**src/rtl/alu_exec_unit.sv**
```systemverilog
// alu_exec_unit: single-issue 32-bit ALU with a valid/ready handshake on
// both sides. Non-shift ops finish one cycle after acceptance. Shifts move
// one bit per cycle through the result register.
//
// Ports:
//   clk, reset           clock and synchronous active-high reset
//   in_valid / in_ready  operation handshake (in_ready is combinational)
//   ALUCtrl, Sign, A, B  operation code, signedness and operands
//                        (shifts: A[4:0] = amount, B = value)
//   out_valid/out_ready  result handshake
//   Result, Zero, Overflow  registered result outputs
module alu_exec_unit (
    input  logic        clk,
    input  logic        reset,
    input  logic        in_valid,
    output logic        in_ready,
    input  logic [4:0]  ALUCtrl,
    input  logic        Sign,
    input  logic [31:0] A,
    input  logic [31:0] B,
    output logic        out_valid,
    input  logic        out_ready,
    output logic [31:0] Result,
    output logic        Zero,
    output logic        Overflow
);

    localparam int unsigned DATA_W  = 32;
    localparam int unsigned CTRL_W  = 5;
    localparam int unsigned SHAMT_W = 5;

    localparam logic [CTRL_W-1:0] OP_ADD = CTRL_W'(0);
    localparam logic [CTRL_W-1:0] OP_SUB = CTRL_W'(1);
    localparam logic [CTRL_W-1:0] OP_AND = CTRL_W'(2);
    localparam logic [CTRL_W-1:0] OP_OR  = CTRL_W'(3);
    localparam logic [CTRL_W-1:0] OP_XOR = CTRL_W'(4);
    localparam logic [CTRL_W-1:0] OP_NOR = CTRL_W'(5);
    localparam logic [CTRL_W-1:0] OP_SLL = CTRL_W'(6);
    localparam logic [CTRL_W-1:0] OP_SRL = CTRL_W'(7);
    localparam logic [CTRL_W-1:0] OP_SRA = CTRL_W'(8);
    localparam logic [CTRL_W-1:0] OP_SLT = CTRL_W'(9);
    localparam logic [CTRL_W-1:0] OP_LUI = CTRL_W'(10);

    typedef enum logic [1:0] {
        S_IDLE  = 2'd0,
        S_SHIFT = 2'd1,
        S_DONE  = 2'd2
    } state_e;

    typedef enum logic [1:0] {
        SK_SLL = 2'd0,
        SK_SRL = 2'd1,
        SK_SRA = 2'd2
    } shift_kind_e;

    state_e               state_q, state_d;
    logic [DATA_W-1:0]    result_q, result_d;
    logic                 zero_q, zero_d;
    logic                 overflow_q, overflow_d;
    logic                 out_valid_q, out_valid_d;
    logic [SHAMT_W-1:0]   count_q, count_d;
    shift_kind_e          shift_kind_q, shift_kind_d;

    logic                 accept_c;
    logic                 is_shift_c;
    state_e               start_state_c;
    logic [DATA_W-1:0]    alu_res_c;
    logic                 alu_ovf_c;
    shift_kind_e          kind_c;
    logic [DATA_W-1:0]    shifted_c;
    logic [DATA_W-1:0]    sum_c;
    logic [DATA_W-1:0]    diff_c;
    logic                 slt_c;

    // Accept in IDLE, or in DONE while the consumer drains the current result.
    always_comb begin
        in_ready = (state_q == S_IDLE) || ((state_q == S_DONE) && out_ready);
        accept_c = in_valid && in_ready;
    end

    // Combinational ALU evaluated on the presented operands.
    always_comb begin
        sum_c     = A + B;
        diff_c    = A - B;
        slt_c     = Sign ? ($signed(A) < $signed(B)) : (A < B);
        alu_res_c = '0;
        alu_ovf_c = 1'b0;
        kind_c    = SK_SLL;
        unique case (ALUCtrl)
            OP_ADD: begin
                alu_res_c = sum_c;
                // Same-sign operands producing a result of the other sign.
                alu_ovf_c = Sign && (A[DATA_W-1] == B[DATA_W-1])
                                 && (sum_c[DATA_W-1] != A[DATA_W-1]);
            end
            OP_SUB: begin
                alu_res_c = diff_c;
                alu_ovf_c = Sign && (A[DATA_W-1] != B[DATA_W-1])
                                 && (diff_c[DATA_W-1] != A[DATA_W-1]);
            end
            OP_AND: alu_res_c = A & B;
            OP_OR:  alu_res_c = A | B;
            OP_XOR: alu_res_c = A ^ B;
            OP_NOR: alu_res_c = ~(A | B);
            // Shifts load the unshifted value; the SHIFT state does the work.
            OP_SLL: begin alu_res_c = B; kind_c = SK_SLL; end
            OP_SRL: begin alu_res_c = B; kind_c = SK_SRL; end
            OP_SRA: begin alu_res_c = B; kind_c = SK_SRA; end
            OP_SLT: alu_res_c = DATA_W'(slt_c);
            OP_LUI: alu_res_c = {B[15:0], 16'h0000};
            default: begin
                alu_res_c = '0;
                alu_ovf_c = 1'b0;
            end
        endcase
        is_shift_c    = (ALUCtrl == OP_SLL) || (ALUCtrl == OP_SRL) || (ALUCtrl == OP_SRA);
        start_state_c = (is_shift_c && (A[SHAMT_W-1:0] != '0)) ? S_SHIFT : S_DONE;
    end

    // One-bit shift step on the held value.
    always_comb begin
        unique case (shift_kind_q)
            SK_SRL:  shifted_c = {1'b0, result_q[DATA_W-1:1]};
            SK_SRA:  shifted_c = {result_q[DATA_W-1], result_q[DATA_W-1:1]};
            default: shifted_c = {result_q[DATA_W-2:0], 1'b0};
        endcase
    end

    // State register and datapath flops.
    always_ff @(posedge clk) begin
        if (reset) begin
            state_q      <= S_IDLE;
            result_q     <= '0;
            zero_q       <= 1'b0;
            overflow_q   <= 1'b0;
            out_valid_q  <= 1'b0;
            count_q      <= '0;
            shift_kind_q <= SK_SLL;
        end else begin
            state_q      <= state_d;
            result_q     <= result_d;
            zero_q       <= zero_d;
            overflow_q   <= overflow_d;
            out_valid_q  <= out_valid_d;
            count_q      <= count_d;
            shift_kind_q <= shift_kind_d;
        end
    end

    // Next-state logic.
    always_comb begin
        state_d = state_q;
        unique case (state_q)
            S_IDLE:  if (in_valid) state_d = start_state_c;
            S_SHIFT: if (count_q == SHAMT_W'(1)) state_d = S_DONE;
            S_DONE:  if (out_ready) state_d = in_valid ? start_state_c : S_IDLE;
            default: state_d = S_IDLE;
        endcase
    end

    // Output / datapath next values.
    always_comb begin
        result_d     = result_q;
        zero_d       = zero_q;
        overflow_d   = overflow_q;
        count_d      = count_q;
        shift_kind_d = shift_kind_q;
        out_valid_d  = (state_d == S_DONE);
        if (accept_c) begin
            result_d     = alu_res_c;
            zero_d       = (alu_res_c == '0);
            overflow_d   = alu_ovf_c;
            count_d      = A[SHAMT_W-1:0];
            shift_kind_d = kind_c;
        end else if (state_q == S_SHIFT) begin
            result_d = shifted_c;
            zero_d   = (shifted_c == '0);
            count_d  = count_q - SHAMT_W'(1);
        end
    end

    assign out_valid = out_valid_q;
    assign Result    = result_q;
    assign Zero      = zero_q;
    assign Overflow  = overflow_q;

endmodule

```
**config.mk**
```make
export PLATFORM = sky130hd
export DESIGN_NAME = alu_exec_unit
export DESIGN_NICKNAME = d
export VERILOG_FILES = /design/src/rtl/alu_exec_unit.sv
export SDC_FILE = /design/constraint.sdc
export NUM_CORES = 1
export LEC_CHECK = 0
export BUFFER_PORTS_ARGS = -buffer_cell sky130_fd_sc_hd__buf_4
export CELL_PAD_IN_SITES_DETAIL_PLACEMENT = 2
export CELL_PAD_IN_SITES_GLOBAL_PLACEMENT = 2
export CORE_MARGIN = 10
export CORE_UTILIZATION = 36
export CTS_CLUSTER_DIAMETER = 80
export DETAILED_ROUTE_END_ITERATION = 12
export GPL_ROUTABILITY_DRIVEN = 0
export PLACE_DENSITY_LB_ADDON = 0.1
export SLEW_MARGIN = 25
export SYNTH_ARGS = -nofsm -noshare
export SYNTH_HDL_FRONTEND = slang
export SYNTH_SLANG_ARGS = --single-unit
```
**constraint.sdc**
```tcl
create_clock -name clk -period 6.8 [get_ports clk]
set_clock_uncertainty 0.2 [all_clocks]
set_input_delay 0 -clock clk [delete_from_list [all_inputs] [get_ports clk]]
set_output_delay 0 -clock clk [all_outputs]
set_load 0.005 [all_outputs]
```
# Word level (Yosys, flattened, before mapping)
# Cells that the tools add are included.
op_classes:
  addsub: 3
  div_mod_pow: 0
  magnitude_cmp: 2
  bitwise: 4
  reduce_logical: 17
  mul: 0
  muxes: 17
  shifts: 0
  eq_ne: 20
ops:
  columns: ["op", "count"]
  rows:
  - ["$pmux W32 S9", 1]
  - ["$logic_not A32 Y1", 2]
  - ["$lt A32 B32 Y1", 2]
  - ["$mux W32", 2]
  - ["$pmux W32 S2", 1]
  - ["$add A32 B32 Y32", 1]
  - ["$and A32 B32 Y32", 1]
  - ["$not A32 Y32", 1]
  - ["$or A32 B32 Y32", 1]
  - ["$sub A32 B32 Y32", 1]
  - ["$xor A32 B32 Y32", 1]
  - ["$eq A5 B3 Y1 const B", 4]
  - ["$eq A5 B4 Y1 const B", 3]
  - ["$eq A5 B1 Y1 const B", 2]
  - ["$eq A5 B2 Y1 const B", 2]
  - ["$mux W2", 5]
  - ["$mux W5", 2]
  - ["$logic_and A1 B1 Y1", 7]
  - ["$eq A2 B2 Y1 const B", 3]
  - ["$pmux W2 S3", 1]
  - ["$logic_not A5 Y1", 1]
  - ["$reduce_bool A5 Y1", 1]
  - ["$sub A5 B1 Y5 const B", 1]
  - ["$eq A2 B1 Y1 const B", 2]
  - ["9 further kinds", 15]
totals:
  ff_bits: 44
  wordCells: 70
  n_memories: 0
  out_inout_bits: 36
  in_bits: 74
  latchBits: 0
  ramBits: 0
  mem_bits_ro: 0

# Depth between registers and ports, before layout
# Gate-level depths: netlist of the first run.
logic_depth:
  depth_word: 9
  depth_mapped: 14

# Worst setup path before layout of the first run
# Ideal clock, no wire load.
synth_path:
  kind: "input port to flip-flop"
  from: "in A[0]"
  to: "reg zero_q, in the netlist Zero"
  arrival_time_ns: 3.047
  cell_stages: 14
  setup_slack_ns: 3.469
  setup_time_ns: 0.084
  cell_sequence: "inv_1 > ha_1 > fa_1 > o21ba_2 > or4_4 > a31o_2 > a21oi_1 > o21ai_0 > or4_1 > nor4_2 > nand4_1 > nor4_1 > nand4b_1 > o31ai_2"
synth_via:
  elab_chain_cells: 5
  word_cells_on_any_way: 12
  cone_classes: "add/sub (2); order compare (2); mux (3); bitwise (4); reduce/logical (1)"
synth_lines:
  columns: ["element", "line_no", "rtl"]
  rows:
  - ["start: declaration", "19", "input logic [31:0] A,"]
  - ["$lt A32 B32 Y1 or $or A32 B32 Y32 (tied branches)", "85, 102, 104", null]
  - ["$mux W1 or $not A32 Y32 (tied branches)", "85, 104", null]
  - ["$pmux W32 S9 (*)", "89", "unique case (ALUCtrl)"]
  - ["$logic_not A32 Y1 (*)", "171", "zero_d = (alu_res_c == '0);"]
  - ["$mux W1 (*)", "169", "if (accept_c) begin"]
  - ["end signal: assignment", "142", "zero_q <= zero_d;"]
  - ["end: declaration", "58", "logic zero_q, zero_d;"]
# Every way passes the cells marked *; elsewhere a longest branch is shown, timed or not.
# A chain may end at the register's enable or synchronous reset.

# Worst setup path after layout of the first run
layout_path:
  from: "in A[0]"
  to: "reg result_q[28], in the netlist Result[28]"
layout_via:
  elab_chain_cells: 3
  word_cells_on_any_way: 4
  cone_classes: "add/sub (2); mux (2)"
layout_lines:
  columns: ["element", "line_no", "rtl"]
  rows:
  - ["$sub A32 B32 Y32 or $add A32 B32 Y32 (tied branches)", "84, 83", null]
  - ["$pmux W32 S9 (*)", "89", null]
  - ["$mux W32 (*)", "169", null]
  - ["end signal: assignment", "141", "result_q <= result_d;"]
  - ["end: declaration", "57", "logic [DATA_W-1:0] result_q, result_d;"]
# Marks and branches as above.

==> impl_metrics.yaml, run 1 <==
clocking:
  clock_sinks: 44
  cts_htree_levels: 2
  clk_latency_ns: 0.29
  clockBufferDepth: 2
  numCtsBuffers: 5
  cts_tree: "done"
  cts_root_buf: "clkbuf_16"
  cts.clk_slew.worst_paths_ns: 0.06
timing:
  rsz0062_at_grt: "false"
  maxSlewViolCount: 0
  finalHoldViolations: 0
  tns_ns: 0
  slew_headroom: 0.3102
  setup_viol: 0
  fin_crit_ns: 4.754
  worstMarginPinSlew_ns: 1.021
  fmax_ghz: 0.2104
  finalCritPeriodShare: 0.6991
  fin_hold_ws_ns: 0.04501
job:
  cap_violations: 0
cells_and_area:
  fillers: 2868
  final_cell_mix: "nor2_1 (155), buf_4 (125), inv_1 (107)"
  n_antenna_cell: 0
  drive_gt1_frac: 0.1316
  design_area_um2: 9784
  multi_input_area_um2: 6884
  ff_latch_area_um2: 880.8
  final_cells: 1626
  num-nets-final: 1482
  final_common_cell: "nor2_1"
  syn2layout_area_growth_pct: 15.37
setup_path:
  path_max_fanout: 5
  crit_arrival_ns: 4.78
  cpPeakStageDelay_ns: 0.61
  required_ns: 6.82
  crit_path_start_kind: "input pin"
  end_kind: "register"
  slowest_stage: "o31ai_1"
  path_cells: "dlygate4sd3_1 > buf_4 > inv_1 > ha_1 > fa_1 > o21ba_2 > or4_4 > a211oi_1 > nor3_1 > o31ai_1 > o31ai_1 > a211o_1 > and3_1 > a21oi_1 > a211oi_1 > nor2_1"
  crit_type: "in2reg"
grt:
  grt_pass1_wl_um: 69830
  grt_usage: 0.2897
  grt_pass1_vias: 11315
  grt_max_degree: 43
  antenna_found_initial: 1
  overflow: 0
floorplan:
  rows: 56
  dieArea_um2: 30100
  io_pins: 110
  dieWidth_um: 173.5
  coreArea_um2: 23330
  die_h_um: 173.5
  start_util: 0.3635
synthesis:
  ys.flop_type: "dfxtp_1"
  synth_edf_count: 0
  yosysUniqueCellTypes: 84
  synth_fa_ha_area_frac: 0.1523
  synth-compound-area-share: 0.3824
  synth_top_area_share: 0.1475
  avgSynthCellArea_um2: 6.806
  synthArstFlopShare: 0
  yosys.area_share.xor_xnor: 0.009295
  yosysSeqAreaShare: 0.1039
  muxShareOfSynthArea: 0.01682
  netlist_instances: 1246
  synth_seq_cells: 44
  synth_top_family_by_area: "compound AO/OA/AOI/OAI gates"
  ys_warn_count: 0
  synth-simple-area-share: 0.2467
  yosys-top-cells-area: "ha_1 (15%), dfxtp_1 (10%), nor2_1 (6.9%)"
  synth_area_um2: 8481
  syn_nets: 1422
  netlist.top_cell.by_area: "ha_1"
detailed_routing:
  routedWlPerCell_um: 28.06
  drc: 0
  drt_wl_total_um: 45620
  firstDrtPassIters: 6
  drt.antenna.violating_nets: 0
  vias: 10836
  avgViaCountPerCell: 6.664
  detail_route.iter0.violations: 1173
placement:
  io_buffer_count: 109
  place_area_um2: 9502
  dp_hpwl_um: 35360
  dp_cells: 1605
pwr:
  leakage_nw: 4.083
  peakVddDrop_uv: 100.6
  power_density_nw_per_um2: 131.6
outcome:
  status: "finished clean"
hold_path:
  worst_hold_path_type: "in2reg"
## final cells by class
cell class	count	share of cell area
clock inverters	1	0.0007673
clock buffers	7	0.01458
flip-flops and latches	44	0.09003
well taps	319	0.04079
multi-input cells	1010	0.7036
repair buffers	138	0.1092
inverters	107	0.04105
## registers in the layout, indices dropped and copies added (netlist names)
| signal | flops |
|---|---|
| state_q | 2 |
| Overflow | 1 |
| Zero | 1 |
| Result | 32 |
| count_q | 5 |
| shift_kind_q | 2 |
| out_valid | 1 |
## Yosys cell counts (5+ instances only)
master / count
a211o_1: 7
nand2b_1: 13
nor4_1: 18
xnor2_1: 7
or3_1: 8
a21boi_0: 6
buf_1: 5
clkbuf_1: 65
nand4_1: 18
and2_1: 7
o221a_2: 5
mux2i_1: 12
a31oi_1: 9
a221oi_1: 35
a211oi_1: 20
o31ai_1: 22
a222oi_1: 18
inv_1: 107
a22oi_1: 42
o21bai_1: 7
a21o_1: 13
nand3_1: 30
and3_1: 13
o211ai_1: 25
buf_4: 5
ha_1: 100
a21oi_1: 93
o22ai_1: 12
nand2_1: 95
a221o_1: 8
o31a_1: 7
nor2_1: 157
a2bb2oi_1: 5
nor2b_1: 12
a31o_2: 7
buf_2: 10
dfxtp_1: 44
o21ai_0: 51
nor3_1: 33
a22o_1: 7
## through the flow
stage	setup WS [ns]	power, mW	util
4_1_cts	2.147	1.267	0.4192
2_1_floorplan	3.469	0.7305	-
6_report	2.046	1.287	0.4193
3_5_place_dp	2.426	1.010	0.4072
5_1_grt	1.879	1.357	0.4193
3_3_place_gp	2.453	0.9939	0.4070
## worst max-delay path: cells and delay by family
kind	cells	cell delay, ns
AO/OA/AOI/OAI	7	2.35
AND/OR/NAND/NOR	4	1.01
buffers and inverters	3	0.74
adder cells (fa/ha/maj)	2	0.66
## cells by family (layout without fill, tap and decap cells)
kind of cell,after synthesis,in the layout
AOI/OAI and AO/OA,449,449
DFF,44,44
muxes,14,14
xor gates and xnor gates,9,9
and+or+nand+nor,436,436
buffers and inverters,192,253
adders and majority gates,102,102
## layer usage
layer,GRT usage,wire length [µm]
met1,0.3809,19910
met2,0.4783,20830
met3,0.02679,2814
met4,0.1117,2061
met5,0,0
## path summary, 6_finish.rpt
check | cells past startpoint | end | slack [ns] | from
setup reg to reg | 13 | Zero | 2.96 | state_q[0]
setup / recovery | 16 | Result[28] | 2.05 | A[0]
hold / removal | 4 | out_valid | 0.05 | in_valid
hold reg to reg | 2 | Overflow | 0.30 | Overflow
## power by group
part / leakage (nW) / internal, mW / switching [mW] / total (mW)
registers: 0.359 / 0.276 / 0.0241 / 0.300
clock network: 0.0701 / 0.147 / 0.105 / 0.252
logic: 3.65 / 0.262 / 0.474 / 0.736
## what timing repair did
item | CTS | global route
setup buffers | 0 | 0
endpoints found under the hold margin | 36 | 0
hold buffers | 13 | 0
resized for setup | 0 | 0
Note: power is estimated with default switching activity, not from simulation.
==> run 2, diff against run 1 <==
--- a/config.mk
+++ b/config.mk
@@ -5,11 +5,12 @@
 export SDC_FILE = /design/constraint.sdc
 export NUM_CORES = 1
 export LEC_CHECK = 0
+export ABC_AREA = 1
 export BUFFER_PORTS_ARGS = -buffer_cell sky130_fd_sc_hd__buf_4
 export CELL_PAD_IN_SITES_DETAIL_PLACEMENT = 2
 export CELL_PAD_IN_SITES_GLOBAL_PLACEMENT = 2
 export CORE_MARGIN = 10
-export CORE_UTILIZATION = 36
+export CORE_UTILIZATION = 28
 export CTS_CLUSTER_DIAMETER = 80
 export DETAILED_ROUTE_END_ITERATION = 12
 export GPL_ROUTABILITY_DRIVEN = 0
==> constraint.sdc (replaced) <==
create_clock -name clk -period 4.3 [get_ports clk]
set_clock_uncertainty 0.2 [all_clocks]
set_input_delay 0 -clock clk [delete_from_list [all_inputs] [get_ports clk]]
set_output_delay 0 -clock clk [all_outputs]
set_load 0.005 [all_outputs]
==> impl_metrics.yaml, run 2 <==
detailed_routing:
  drt_wl_total_um: 55490
  detail_route.iter0.violations: 745
  drt.antenna.violating_nets: 0
  avgViaCountPerCell: 5.240
  routedWlPerCell_um: 23.33
  firstDrtPassIters: 4
  vias: 12466
  drc: 0
setup_path:
  path_cells: "dlygate4sd3_1 > buf_4 > inv_1 > ha_1 > nand2_1 > nor2_1 > nand2_1 > nand2_1 > nand2_1 > nand2_2 > nand2_2 > nand2_2 > xor2_1 > nand4_1 > dlygate4sd3_1 > a31oi_1 > dlygate4sd3_1"
  cp_common_cell: "nand2_1"
  cpPeakStageDelay_ns: 0.58
  crit_arrival_ns: 3.72
  path_max_fanout: 8
  crit_path_start_kind: "input pin"
  end_kind: "register"
  slowest_stage: "dlygate4sd3_1"
  required_ns: 4.34
  crit_type: "in2reg"
grt:
  top_usage_layer: "met2"
  grt_max_degree: 38
  gr-usage-met1: 0.3244
  grt_pass1_vias: 13409
  antenna_found_initial: 2
  use_met2: 0.4572
  met3_usage: 0.02335
  grt_usage: 0.2573
  overflow: 0
  grt_pass1_wl_um: 83250
floorplan:
  die_h_um: 205.9
  coreArea_um2: 34290
  dieArea_um2: 42400
  start_util: 0.2822
  rows: 68
  io_pins: 110
  dieWidth_um: 205.9
synthesis:
  ys_warn_count: 0
  avgSynthCellArea_um2: 5.279
  ys.flop_type: "dfxtp_1"
  synthTopCellsByCount: "nand2_1 (568), inv_1 (357), nor2_1 (160)"
  yosys-top-cells-area: "nand2_1 (22%), inv_1 (14%), ha_1 (13%)"
  netlist.top_cell.by_area: "nand2_1"
  syn_nets: 2009
  synth_area_um2: 9677
  yosysSeqAreaShare: 0.09103
  synthArstFlopShare: 0
  synth_edf_count: 0
  synth_top_area_share: 0.2203
  netlist_instances: 1833
  yosysMostFrequentCell: "nand2_1"
  yosysUniqueCellTypes: 45
  synth_seq_cells: 44
pwr:
  switchingPower_mw: 1.056
  power.internal_mw: 1.068
  switching_share: 0.4973
  leakage_nw: 6.026
  power_density_nw_per_um2: 190.1
  finalPower_mw: 2.124
  peakVddDrop_uv: 147.0
  p_seq_frac: 0.214
  clkPwrFrac: 0.211
  p_comb_frac: 0.575
timing:
  rsz0062_at_grt: "false"
  fin_crit_ns: 3.680
  maxSlewViolCount: 0
  finalCritPeriodShare: 0.8558
  worstMarginPinSlew_ns: 0.9810
  finalHoldViolations: 0
  slew_headroom: 0.3445
  fin_hold_ws_ns: 0.006864
  tns_ns: 0
  setup_viol: 0
  fmax_ghz: 0.2718
  setup_ws_ns: 0.6202
cells_and_area:
  drive_gt1_frac: 0.1003
  largest_reg_flops: 32
  syn2layout_area_growth_pct: 15.46
  multi_input_area_um2: 7062
  ff_latch_area_um2: 880.8
  design_area_um2: 11170
  fillers: 4544
  n_antenna_cell: 0
  final_util: 0.3259
  final_cells: 2379
  final_cell_mix: "nand2_1 (568), inv_1 (357), nor2_1 (159)"
  num-nets-final: 2099
  final_common_cell: "nand2_1"
clocking:
  cts_htree_levels: 2
  cts.clk_slew.worst_paths_ns: 0.07
  ctsHoldBuffers: 12
  cts_resized: 0
  clockBufferDepth: 2
  clk_latency_ns: 0.29
  cts_tree: "done"
  cts_root_buf: "clkbuf_16"
  clock_sinks: 44
  cts_setup_buffers: 0
  numCtsBuffers: 5
outcome:
  status: "finished clean"
placement:
  dp_hpwl_um: 46670
  dp_cells: 2359
  io_buffer_count: 109
  place_area_um2: 10890
  dp_slack_ns: 1.107
job:
  cap_violations: 0
hold_path:
  worst_hold_path_type: "in2reg"
## run 2: cell types whose count changed after synthesis, moves of 14 or more
cell	before	now
o211ai_1	25	6
inv_1	107	357
o31ai_1	22	6
nand2_1	95	568
o21ai_0	51	78
a222oi_1	18	0
clkbuf_1	65	17
a22oi_1	42	3
a211oi_1	20	3
a221oi_1	35	7
nand3_1	30	144
o22ai_1	12	41
nand2_2	0	14
## run 2: final timing paths
| kind | to | slack (ns) | start | depth (start not counted) |
|---|---|---|---|---|
| max | Overflow | 0.62 | A[3] | 17 |
| min | count_q[2] | 0.007 | A[2] | 5 |
| max reg2reg | count_q[0] | 1.00 | state_q[1] | 10 |
| min reg2reg | count_q[1] | 0.32 | count_q[1] | 2 |
## run 2: power by group through the flow
stage | registers [mW] | logic [mW] | clock network, mW
6_report | 0.454 | 1.22 | 0.448
5_1_grt | 0.457 | 1.35 | 0.476
4_1_cts | 0.454 | 1.21 | 0.451
3_5_place_dp | 0.463 | 1.20 | 0
3_3_place_gp | 0.463 | 1.17 | 0
2_1_floorplan | 0.455 | 0.718 | 0
## run 2: cells by family (layout without fill, tap and decap cells)
logic type                 Yosys count  in the layout  synth area share
and+or+nand+nor                    977            977            0.4247
buffers and inverters              429            520            0.1800
xor gates and xnor gates             8              8          0.007241
adders and majority gates          102            102            0.1334
DFF                                 44             44           0.09103
AOI/OAI and AO/OA                  273            273            0.1636
## run 2: worst max-delay path, delay by kind of cell
| family | cells | cell delay (ns) |
|---|---|---|
| XOR/XNOR | 1 | 0.14 |
| buffers and inverters | 5 | 1.86 |
| AO/OA/AOI/OAI | 1 | 0.15 |
| AND/OR/NAND/NOR | 9 | 1.11 |
| adder cells (fa/ha/maj) | 1 | 0.44 |
## run 2: metal layers
layer	share of wire	vias up
li1	-	5955
met1	0.45	6208
met2	0.49	247
met3	0.034	56
met4	0.029	0
met5	0	-
## run 2: layout make-up
class / count / share of cell area
inverters: 367 / 0.1234
clock buffers: 6 / 0.01153
flip-flops and latches: 44 / 0.07884
well taps: 455 / 0.05095
multi-input cells: 1360 / 0.6320
repair buffers: 145 / 0.1001
clock inverters: 2 / 0.003136
==> run 3, diff against run 2 <==
--- a/config.mk
+++ b/config.mk
@@ -14,6 +14,7 @@
 export CTS_CLUSTER_DIAMETER = 80
 export DETAILED_ROUTE_END_ITERATION = 12
 export GPL_ROUTABILITY_DRIVEN = 0
+export GPL_TIMING_DRIVEN = 0
 export PLACE_DENSITY_LB_ADDON = 0.1
 export SLEW_MARGIN = 25
 export SYNTH_ARGS = -nofsm -noshare
==> impl_metrics.yaml, run 3 (synthesized netlist as in run 2, its figures left out) <==
timing:
  setup_viol: 0
  tns_ns: 0
  maxSlewViolCount: 0
  fmax_ghz: 0.2723
  finalHoldViolations: 0
  fin_crit_ns: 3.673
  worstMarginPinSlew_ns: 0.9974
  finalCritPeriodShare: 0.8541
  fin_hold_ws_ns: 0.01696
  slew_headroom: 0.3350
  rsz0062_at_grt: "false"
pwr:
  power_density_nw_per_um2: 186.6
  peakVddDrop_uv: 156.0
  leakage_nw: 6.109
clocking:
  cts_root_buf: "clkbuf_16"
  cts_resized: 0
  clock_sinks: 44
  clk_latency_ns: 0.30
  cts_htree_levels: 2
  numCtsBuffers: 5
  clockBufferDepth: 2
  cts.clk_slew.worst_paths_ns: 0.07
  cts_tree: "done"
floorplan:
  start_util: 0.2822
  rows: 68
  dieArea_um2: 42400
  die_h_um: 205.9
  dieWidth_um: 205.9
  io_pins: 110
  coreArea_um2: 34290
cells_and_area:
  largest_reg_flops: 32
  ff_latch_area_um2: 880.8
  drive_gt1_frac: 0.1067
  num-nets-final: 2134
  syn2layout_area_growth_pct: 16.90
  multi_input_area_um2: 7054
  fillers: 4591
  final_cell_mix: "nand2_1 (568), inv_1 (357), nor2_1 (160)"
  final_common_cell: "nand2_1"
grt:
  grt_pass1_wl_um: 83350
  grt_max_degree: 13
  antenna_found_initial: 3
  grt_usage: 0.2592
  overflow: 0
  grt_pass1_vias: 13422
detailed_routing:
  drc: 0
  drt_wl_total_um: 56640
  drt.antenna.violating_nets: 0
  avgViaCountPerCell: 5.278
  detail_route.iter0.violations: 718
  firstDrtPassIters: 5
  routedWlPerCell_um: 23.46
  vias: 12742
hold_path:
  worst_hold_path_type: "in2reg"
  min_from: "A[3]"
  hold_depth: 5
  whs_endpoint: "count_q[3]"
outcome:
  status: "finished clean"
placement:
  dp_hpwl_um: 48490
  io_buffer_count: 108
setup_path:
  cp_common_cell: "nand2_1"
  cpPeakStageDelay_ns: 0.53
  path_cells: "dlygate4sd3_1 > buf_4 > inv_1 > ha_1 > fa_1 > inv_1 > nand2_1 > nand3_2 > nand2_1 > nand2_1 > nand2_1 > nand2_1 > nand2_1 > nand3_1 > nand2_1 > a21oi_2 > nand4_1 > nor2_1 > nand4_1 > a21oi_1"
  rrSetupSlack_ns: 1.21
  reg2reg_depth: 12
  r2r_end: "Zero"
  end_kind: "register"
  path_max_fanout: 4
  crit_arrival_ns: 3.71
  slowest_stage: "dlygate4sd3_1"
  crit_path_start_kind: "input pin"
  crit_type: "in2reg"
  r2r_start: "shift_kind_q[0]"
  required_ns: 4.34
job:
  cap_violations: 0
-- run 3: how the worst max path moves through the flow --
stage                    start    to  slack, ns
6_report                  A[0]  Zero       0.63
5_1_grt                   A[0]  Zero       0.31
4_1_cts                   A[0]  Zero       0.62
3_5_place_dp              B[4]  Zero       0.74
3_3_place_gp              B[4]  Zero       0.82
2_1_floorplan  shift_kind_q[0]  Zero       2.04
-- run 3: per-layer routing --
metal	GRT usage	wire length [µm]	share of wire	up-vias
li1	-	-	-	6024
met5	0	13	0.00023	-
met4	0.09591	2229	0.039	2
met2	0.4547	27250	0.48	301
met1	0.3196	24580	0.43	6324
met3	0.02853	2570	0.045	91
-- run 3: power by group --
group	internal [mW]	leakage [nW]	switching (mW)
registers	0.430	0.359	0.0240
logic	0.375	5.67	0.857
clock network	0.245	0.0760	0.181
total	1.05	6.11	1.06
-- run 3: critical path: cells and delay by family --
kind            cells  cell delay [ns]
simple gates       12             1.79
fa+ha+maj           2             0.62
compound gates      2             0.37
buf+inv             4             0.91
-- run 3: repair_timing --
item,in CTS,in global routing
buffers inserted,0,0
endpoints found under the hold margin,6,0
hold buffers,10,0
-- run 3: through the flow --
step	util	std cells	setup slack, ns	instance area [µm²]	power [mW]
floorplan	-	1833	2.042	9677	1.173
global placement	0.3225	2396	0.8209	11060	1.632
detailed placement	0.3225	2396	0.7424	11060	1.671
CTS	0.3298	2413	0.6235	11310	2.099
global route	0.3298	2413	0.3076	11310	2.248
finish	0.3299	2414	0.6273	11310	2.111
-- run 3: area by class of cell --
cell class / count / share of cell area
Multi-Input combinational cell: 1360 / 0.6236
Buffer: 62 / 0.03208
Sequential cell: 44 / 0.07787
Inverter: 367 / 0.1219
Antenna cell: 1 / 0.0002212
Timing Repair Buffer: 118 / 0.08052
Tap cell: 455 / 0.05033
Clock buffer: 7 / 0.01349
